## src/rtl/seg7_bus_decoder.sv

```systemverilog
// Receive side of the multiplexed seven-segment bus: synchronises segments and anodes,
// waits for a stable pattern, then decodes it back to hex and stores it per digit.
module seg7_bus_decoder #(
  parameter int NUM_DIGITS    = 4,
  parameter int STABLE_CYCLES = 8
) (
  input  logic                    clk,
  input  logic                    rst_n,
  input  logic [6:0]              seg_in,
  input  logic [NUM_DIGITS-1:0]   an_in,
  input  logic                    clear_err,
  output logic [4*NUM_DIGITS-1:0] digits_out,
  output logic [NUM_DIGITS-1:0]   digit_valid,
  output logic [NUM_DIGITS-1:0]   pattern_err,
  output logic                    multi_an_err,
  output logic                    frame_done
);

  localparam int WORD_W = NUM_DIGITS + 7;
  localparam int CNT_W  = $clog2(STABLE_CYCLES);

  typedef enum logic {
    ST_SETTLE,
    ST_HELD
  } state_t;

  typedef enum logic [1:0] {
    SEG_HEX,
    SEG_BLANK,
    SEG_BAD
  } seg_kind_t;

  typedef struct packed {
    seg_kind_t  kind;
    logic [3:0] value;
  } seg_dec_t;

  function automatic seg_dec_t decode_seg(input logic [6:0] seg);
    seg_dec_t d;
    d.kind  = SEG_HEX;
    d.value = 4'h0;
    case (seg)
      7'h40: d.value = 4'h0;
      7'h79: d.value = 4'h1;
      7'h24: d.value = 4'h2;
      7'h30: d.value = 4'h3;
      7'h19: d.value = 4'h4;
      7'h12: d.value = 4'h5;
      7'h02: d.value = 4'h6;
      7'h78: d.value = 4'h7;
      7'h00: d.value = 4'h8;
      7'h18: d.value = 4'h9;
      7'h08: d.value = 4'hA;
      7'h03: d.value = 4'hB;
      7'h27: d.value = 4'hC;
      7'h21: d.value = 4'hD;
      7'h06: d.value = 4'hE;
      7'h0E: d.value = 4'hF;
      7'h3F, 7'h7F: d.kind = SEG_BLANK;
      default: d.kind = SEG_BAD;
    endcase
    return d;
  endfunction

  // Synchronisers and the stable-word tracker
  logic [6:0]              r_seg_meta, r_seg_sync;
  logic [NUM_DIGITS-1:0]   r_an_meta, r_an_sync;
  logic [WORD_W-1:0]       r_word_prev;
  logic [WORD_W-1:0]       w_word;
  logic                    w_changed;

  state_t                  r_state, w_state_next;
  logic [CNT_W-1:0]        r_cnt, w_cnt_next;
  logic                    w_eval;

  // Decode and capture datapath
  logic [NUM_DIGITS-1:0]   w_an_low;
  logic                    w_single, w_multi;
  seg_dec_t                w_dec;

  logic [4*NUM_DIGITS-1:0] r_digits, w_digits_next;
  logic [NUM_DIGITS-1:0]   r_valid, w_valid_next;
  logic [NUM_DIGITS-1:0]   r_perr, w_perr_next;
  logic                    r_merr, w_merr_next;
  logic [NUM_DIGITS-1:0]   r_mask, w_mask_next;
  logic                    r_frame, w_frame_next;

  // NOTE: every register is written with <= so all flops see pre-edge values.
  always_ff @(posedge clk or negedge rst_n) begin
    if (!rst_n) begin
      r_seg_meta  <= '0;
      r_seg_sync  <= '0;
      r_an_meta   <= '0;
      r_an_sync   <= '0;
      r_word_prev <= '0;
    end else begin
      r_seg_meta  <= seg_in;
      r_seg_sync  <= r_seg_meta;
      r_an_meta   <= an_in;
      r_an_sync   <= r_an_meta;
      r_word_prev <= w_word;
    end
  end

  assign w_word    = {r_an_sync, r_seg_sync};
  assign w_changed = (w_word != r_word_prev);

  always_ff @(posedge clk or negedge rst_n) begin
    if (!rst_n) begin
      r_state <= ST_SETTLE;
      r_cnt   <= '0;
    end else begin
      r_state <= w_state_next;
      r_cnt   <= w_cnt_next;
    end
  end

  // Evaluation fires on the edge where the count of identical samples reaches
  // STABLE_CYCLES-1, i.e. the STABLE_CYCLES-th consecutive copy of the word.
  // NOTE: defaults first in every always_comb so no path leaves a variable unassigned (no latches).
  always_comb begin
    w_state_next = r_state;
    w_cnt_next   = r_cnt;
    w_eval       = 1'b0;
    case (r_state)
      ST_SETTLE: begin
        if (w_changed) begin
          w_cnt_next = '0;
        end else if (r_cnt == CNT_W'(STABLE_CYCLES - 2)) begin
          w_eval       = 1'b1;
          w_state_next = ST_HELD;
          w_cnt_next   = '0;
        end else begin
          w_cnt_next = r_cnt + 1'b1;
        end
      end
      ST_HELD: begin
        if (w_changed) begin
          w_state_next = ST_SETTLE;
          w_cnt_next   = '0;
        end
      end
      default: begin
        w_state_next = ST_SETTLE;
        w_cnt_next   = '0;
      end
    endcase
  end

  assign w_an_low = ~r_an_sync;
  assign w_single = $onehot(w_an_low);
  assign w_multi  = !$onehot0(w_an_low);
  assign w_dec    = decode_seg(r_seg_sync);

  // A set event in the same cycle as clear_err overrides the clear.
  always_comb begin
    w_digits_next = r_digits;
    w_valid_next  = r_valid;
    w_perr_next   = clear_err ? '0 : r_perr;
    w_merr_next   = clear_err ? 1'b0 : r_merr;
    w_mask_next   = r_mask;
    w_frame_next  = 1'b0;
    if (w_eval) begin
      if (w_multi) begin
        w_merr_next = 1'b1;
      end else if (w_single) begin
        for (int i = 0; i < NUM_DIGITS; i++) begin
          if (w_an_low[i]) begin
            case (w_dec.kind)
              SEG_HEX: begin
                w_digits_next[4*i +: 4] = w_dec.value;
                w_valid_next[i]         = 1'b1;
              end
              SEG_BLANK: w_valid_next[i] = 1'b0;
              default: begin
                w_valid_next[i] = 1'b0;
                w_perr_next[i]  = 1'b1;
              end
            endcase
          end
        end
        if (&(r_mask | w_an_low)) begin
          w_mask_next  = '0;
          w_frame_next = 1'b1;
        end else begin
          w_mask_next = r_mask | w_an_low;
        end
      end
    end
  end

  always_ff @(posedge clk or negedge rst_n) begin
    if (!rst_n) begin
      r_digits <= '0;
      r_valid  <= '0;
      r_perr   <= '0;
      r_merr   <= 1'b0;
      r_mask   <= '0;
      r_frame  <= 1'b0;
    end else begin
      r_digits <= w_digits_next;
      r_valid  <= w_valid_next;
      r_perr   <= w_perr_next;
      r_merr   <= w_merr_next;
      r_mask   <= w_mask_next;
      r_frame  <= w_frame_next;
    end
  end

  assign digits_out   = r_digits;
  assign digit_valid  = r_valid;
  assign pattern_err  = r_perr;
  assign multi_an_err = r_merr;
  assign frame_done   = r_frame;

endmodule

```

## config.mk

```make
export PLATFORM = sky130hd
export DESIGN_NAME = seg7_bus_decoder
export DESIGN_NICKNAME = d
export VERILOG_FILES = /design/src/rtl/seg7_bus_decoder.sv
export SDC_FILE = /design/constraint.sdc
export NUM_CORES = 1
export LEC_CHECK = 0
export BUFFER_PORTS_ARGS = -buffer_cell sky130_fd_sc_hd__buf_2
export CAP_MARGIN = 30
export CORE_ASPECT_RATIO = 2
export CORE_UTILIZATION = 40
export DETAILED_ROUTE_END_ITERATION = 10
export HOLD_SLACK_MARGIN = 0.15
export PLACE_DENSITY_LB_ADDON = 0.2
export SLEW_MARGIN = 25
export SYNTH_ARGS = -nofsm -noshare
export SYNTH_HDL_FRONTEND = slang
export SYNTH_SLANG_ARGS = --single-unit
```

## constraint.sdc

```tcl
create_clock -name clk -period 3.8 [get_ports clk]
set_input_delay 0.57 -clock clk [delete_from_list [all_inputs] [get_ports clk]]
set_output_delay 0.57 -clock clk [all_outputs]
set_load 0.005 [all_outputs]
```

==> results of run 1 <==
[layout by cell type (no fill, tap or decap), types with 3 or more instances in the layout]
cell type,synthesis,layout
nand3_1,8,8
clkbuf_16,0,9
clkbuf_8,0,4
nor3b_1,4,4
o22ai_1,3,3
nor2_1,18,18
o32a_1,8,8
a21o_1,5,5
o211ai_1,5,5
a2bb2oi_1,5,5
xnor2_1,12,12
inv_1,12,12
nor3_1,10,10
nand4_1,5,5
o41ai_1,4,4
o2bb2ai_1,4,4
nand2_1,8,8
ha_1,3,3
nand2b_1,7,7
and3_1,3,3
buf_4,1,5
dfrtp_1,67,67
o21a_1,4,4
a21oi_1,3,3
a311oi_4,4,4
buf_2,10,39
[state kept, by name (all words and copies together), names as in the netlist]
register	cells
r_cnt	3
r_an_sync	4
digit_valid	4
r_mask	4
pattern_err	4
multi_an_err	1
r_seg_meta	7
r_an_meta	4
r_word_prev	11
r_state	1
r_seg_sync	7
frame_done	1
digits_out	16
[routing by layer]
metal,vias to the layer above,global-route usage,routed length (um)
met4,0,0.114,231
met3,19,0.0449,185
met1,1051,0.186,2400
met5,-,0,0
li1,995,-,-
met2,43,0.335,3750
[worst paths after layout]
kind                                    startpoint                 endpoint  slack (ns)  cells past startpoint
hold reg to reg            r_seg_meta[0]$_DFF_PN0_  r_seg_sync[0]$_DFF_PN0_        0.34                      0
min in group clk                          an_in[3]   r_an_meta[3]$_DFF_PN0_        0.34                      1
max in group asynchronous                    rst_n  r_seg_sync[3]$_DFF_PN0_        2.62                      2
hold / removal                               rst_n     frame_done$_DFF_PN0_        0.26                      1
setup reg to reg            r_an_sync[0]$_DFF_PN0_    r_mask[3]$_DFFE_PN0P_        0.52                     10
setup / recovery            r_an_sync[0]$_DFF_PN0_    r_mask[3]$_DFFE_PN0P_        0.52                     10
[power breakdown]
group / switching [W] / internal (W)
combinational: 0.0000497 / 0.0000336
clock: 0.000288 / 0.000645
sequential: 0.0000241 / 0.000732
[critical path: stages, from the launching register on]
cell and delay, ns:
dfrtp_1 0.40, fa_1 0.55, inv_1 0.05, ha_1 0.18
inv_1 0.06, ha_1 0.21, and4bb_2 0.31, nand2_2 0.09
or4_4 0.66, or3_1 0.50, o21a_1 0.15
[logic make-up (layout without fill, tap and decap cells)]
| kind of cell | Yosys count | after routing | share of synthesized area |
|---|---|---|---|
| buffers and inverters | 26 | 72 | 0.0430 |
| DFF | 67 | 67 | 0.559 |
| AOI/OAI and AO/OA | 55 | 55 | 0.174 |
| xor gates and xnor gates | 13 | 13 | 0.0380 |
| adders and majority gates | 4 | 4 | 0.0192 |
| and+or+nand+nor | 84 | 84 | 0.166 |
[area by class of cell]
cell class / count / area [um^2] / share of cell area
flip-flops and latches: 67 / 1680 / 0.464
multi-input cells: 156 / 1190 / 0.331
clock buffers: 13 / 280 / 0.0776
repair buffers: 44 / 233 / 0.0644
well taps: 92 / 115 / 0.0319
clock inverters: 3 / 67.6 / 0.0187
inverters: 12 / 45.0 / 0.0125
[per-stage QoR]
step	instance area, um^2	cells
after global routing	3610	387
after detailed placement	3260	371
after CTS	3610	387
after floorplan	3000	249
final	3610	387
after global placement	3260	371
==> impl_metrics.ini, run 1 <==
[synth]
synth_ff_type = dfrtp_1
synth_edf_count = 0
yosysUniqueCellTypes = 55
syn_area_um2 = 3000
synthCells = 249
synth_top_area_share = 0.559
synth.largest_area_cell = dfrtp_1
yosys_register_bits = 67
synth_area_leaders = dfrtp_1, a311oi_4, xnor2_1
synth_area_per_cell_um2 = 12.0
yosysWarnings = 0
syn_nets = 267
synthArstFlopShare = 1.00
synth.most_common_cell = dfrtp_1
synthTopCellsByCount = dfrtp_1, nor2_1, inv_1, xnor2_1
yosysSeqAreaShare = 0.559

[routing]
detail_route.wl_per_cell_um = 17.0
wirelength_um = 6570
vias = 2108
drtIter0Drc = 107
first_pass_iters = 4
final_antenna_net_count = 0
drc = 0
viasPerCell = 5.45

[setup_path]
worstPathRequired_ns = 4.02
worst_setup_path_end_kind = flop
path_max_fanout = 13
worstSetupPathType = flop to flop
startpoint_type = flop
cp.arrival_ns = 3.50

[floorplan]
die_w_um = 63.2
ios = 40
die_h_um = 124
initial_core_util = 0.413
num_rows = 44
die-area_um2 = 7870
core_um2 = 7270

[global_route]
antenna_found_initial = 0
grt_pass1_vias = 2136
grt_overflow_total = 0
grt_pass1_wl_um = 10900
grt_max_degree = 41
grtUsageTotal = 0.186

[min_path]
hp-class = input pin to async pin

[final_layout]
post-route-util = 0.497
drive_gt1_frac = 0.251
area_delta_synth_final_pct = 20.4
n_antenna_cell = 0
nets = 308
fillers = 711

[clock_tree]
cts_tree = yes
post_cts_buffers = 0
clock-sinks = 67
clockRootBuffer = clkbuf_16
hold_buffers = 0
cts_buffers = 9
clk_latency_ns = 0.33
cts_resized = 0
clk_path_buf_depth = 2
htree_levels = 3
clk_pin_slew_ns = 0.05

[timing]
period_minus_slack_ns = 3.28
setup_viol = 0
relSlewSlack = 0.580
worstMarginPinSlew_ns = 0.630
fin_crit_sh = 0.862
grt_setup_unrepaired = false
final-hold-violation-count = 0
tns_ns = 0
fin_skew_ns = 0.00371
clock.fmax_mhz = 305
slew_viol_final = 0
hold_slack_ns = 0.255
setup_ws_ns = 0.524

[pwr]
p_per_area_nw_per_um2 = 491
ir_drop_mv = 0.343
totalPowerFinal_w = 0.00177
p_leak_nw = 1.71

[outcome]
status = complete, no violations

[placed_design]
dp_slack_ns = 0.527
gp_congestion = 0.857
port_buffers = 39
hpwlAfterDp_um = 4840

[job]
max_cap_viol_count = 0
(Power assumes the default switching activity.)
==> run 2: changes to the inputs <==
==> constraint.sdc (replaced) <==
create_clock -name clk -period 2.88 [get_ports clk]
set_input_delay 0.432 -clock clk [delete_from_list [all_inputs] [get_ports clk]]
set_output_delay 0.432 -clock clk [all_outputs]
set_load 0.005 [all_outputs]
==> impl_metrics.ini, run 2 (synthesized netlist as in run 1, its figures left out) <==
[floorplan]
ios = 40
num_rows = 44
initial_core_util = 0.413
core_um2 = 7270
die_w_um = 63.2
die_h_um = 124
die-area_um2 = 7870

[final_layout]
area_delta_synth_final_pct = 25.7
layout.cells.most_common_list = dfrtp_1, buf_2, nor2_1
fillers = 673
n_antenna_cell = 0
nets = 319
fin_area_um2 = 3770
final_common_cell = dfrtp_1
drive_gt1_frac = 0.310
largest_reg_flops = 16

[routing]
final_antenna_net_count = 0
viasPerCell = 5.48
drc = 0
wirelength_um = 6750
highest_layer = met4
wl_met1_um = 2320
drtIter0Drc = 121
first_pass_iters = 4
met2_length_um = 3930
detail_route.wl_per_cell_um = 17.0
wl_met3_um = 218
vias = 2180

[clock_tree]
hold_buffers = 0
clk_pin_slew_ns = 0.05
clk_path_buf_depth = 2
cts_buffers = 9
cts_tree = yes
htree_levels = 3
clk_latency_ns = 0.33
clockRootBuffer = clkbuf_16
clock-sinks = 67

[placed_design]
gp_congestion = 0.865
port_buffers = 39
dpl-instance-area_um2 = 3340
hpwlAfterDp_um = 4960

[global_route]
grt_pass1_vias = 2300
grt_pass1_wl_um = 11100
grtUsageTotal = 0.190
grt_overflow_total = 0
antenna_found_initial = 0
grt_max_degree = 36

[outcome]
status = complete, but fails checks
violations = negative setup slack

[timing]
setup_viol = 21
relSlewSlack = 0.481
slew_viol_final = 0
worstMarginPinSlew_ns = 0.778
period_minus_slack_ns = 3.05
grt_setup_unrepaired = true
final-hold-violation-count = 0
setup_ws_ns = -0.166
fin_skew_ns = 0.00316
fin_crit_sh = 1.06
clock.fmax_mhz = 328
hold_slack_ns = 0.179

[pwr]
p_per_area_nw_per_um2 = 631
p_leak_nw = 1.76
ir_drop_mv = 0.403

[setup_path]
timing.critical_path.buf_inv = 3
cp.arrival_ns = 3.31
worstPathCellList = fa_1 > inv_1 > ha_2 > inv_2 > ha_4 > and4bb_2 > nand2_2 > or4_4 > buf_6 > a311oi_4 > o32a_1
r2r_end = digits_out[14]$_DFFE_PN0P_
cp_slowest_cell = or4_4
cp_num_cells = 11
critPathTopFamily = simple AND/OR/NAND/NOR gates
worst_setup_path_end_kind = flop
path_max_fanout = 6
slowest_delay_ns = 0.56
worstSetupPathType = flop to flop
startpoint_type = flop
rrSetupSlack_ns = -0.17
worstPathRequired_ns = 3.15
endpoint = digits_out[14]$_DFFE_PN0P_
r2r_start = r_an_sync[0]$_DFF_PN0_
setup.worst_path.start = r_an_sync[0]$_DFF_PN0_
worst-r2r-cell-count = 11

[min_path]
hp-class = input pin to async pin

[job]
max_cap_viol_count = 0
-- run 2: cell type report --
cell class	count	area (um^2)	area share
clock inverters	6	113	0.0299
flip-flops and latches	67	1680	0.445
well taps	92	115	0.0305
multi-input cells	157	1250	0.331
repair buffers	54	332	0.0879
clock buffers	10	239	0.0634
inverters	12	45.0	0.0119
-- run 2: worst reg2reg max path, delay by kind of cell (launching register included) --
| family | cells | cell delay, ns |
|---|---|---|
| simple gates | 3 | 0.94 |
| fa+ha+maj | 3 | 0.88 |
| compound gates | 2 | 0.49 |
| flops | 1 | 0.39 |
| buf+inv | 3 | 0.26 |
-- run 2: worst min path at each step --
stage                                  from  depth (start not counted)  slack (ns)                         end
finish                                rst_n                          1        0.18   digits_out[8]$_DFFE_PN0P_
global route                      seg_in[4]                          1        0.20     r_seg_meta[4]$_DFF_PN0_
CTS                               seg_in[1]                          1        0.19     r_seg_meta[1]$_DFF_PN0_
detailed placement   r_an_meta[1]$_DFF_PN0_                          0        0.33      r_an_sync[1]$_DFF_PN0_
global placement    r_seg_meta[5]$_DFF_PN0_                          0        0.33     r_seg_sync[5]$_DFF_PN0_
floorplan                             rst_n                          0        0.14  digit_valid[0]$_DFFE_PN0P_
-- run 2: repair_timing --
item | in CTS | in global routing
gates cloned | 1 | 0
pin swaps | 7 | 3
hold endpoints to repair | 0 | 0
gates resized for setup | 10 | 2
endpoints found under the setup margin | 25 | 24
buffers inserted | 2 | 0
-- run 2: per-layer routing --
metal,vias up,global-route usage
met3,19,0.0385
met1,1067,0.177
met2,70,0.352
met5,-,0
met4,0,0.136
li1,1024,-
-- run 2: per-stage QoR --
step                      total power, W  std cells  setup TNS (ns)  setup WS, ns   util
after floorplan                  0.00108        249           -1.62        -0.192      -
after global placement           0.00113        379           -3.31        -0.204  0.460
after detailed placement         0.00113        379           -4.66        -0.264  0.460
after CTS                        0.00240        398           -2.39        -0.158  0.517
after global routing             0.00245        398           -4.37        -0.288  0.519
final                            0.00238        398           -2.25        -0.166  0.519
-- run 2: report_power, final --
part	leakage, nW	internal, W	total [W]	switching, W
combinational	0.739	0.0000527	0.000128	0.0000753
clock	0.161	0.000868	0.00126	0.000392
sequential	0.859	0.000966	0.000992	0.0000265
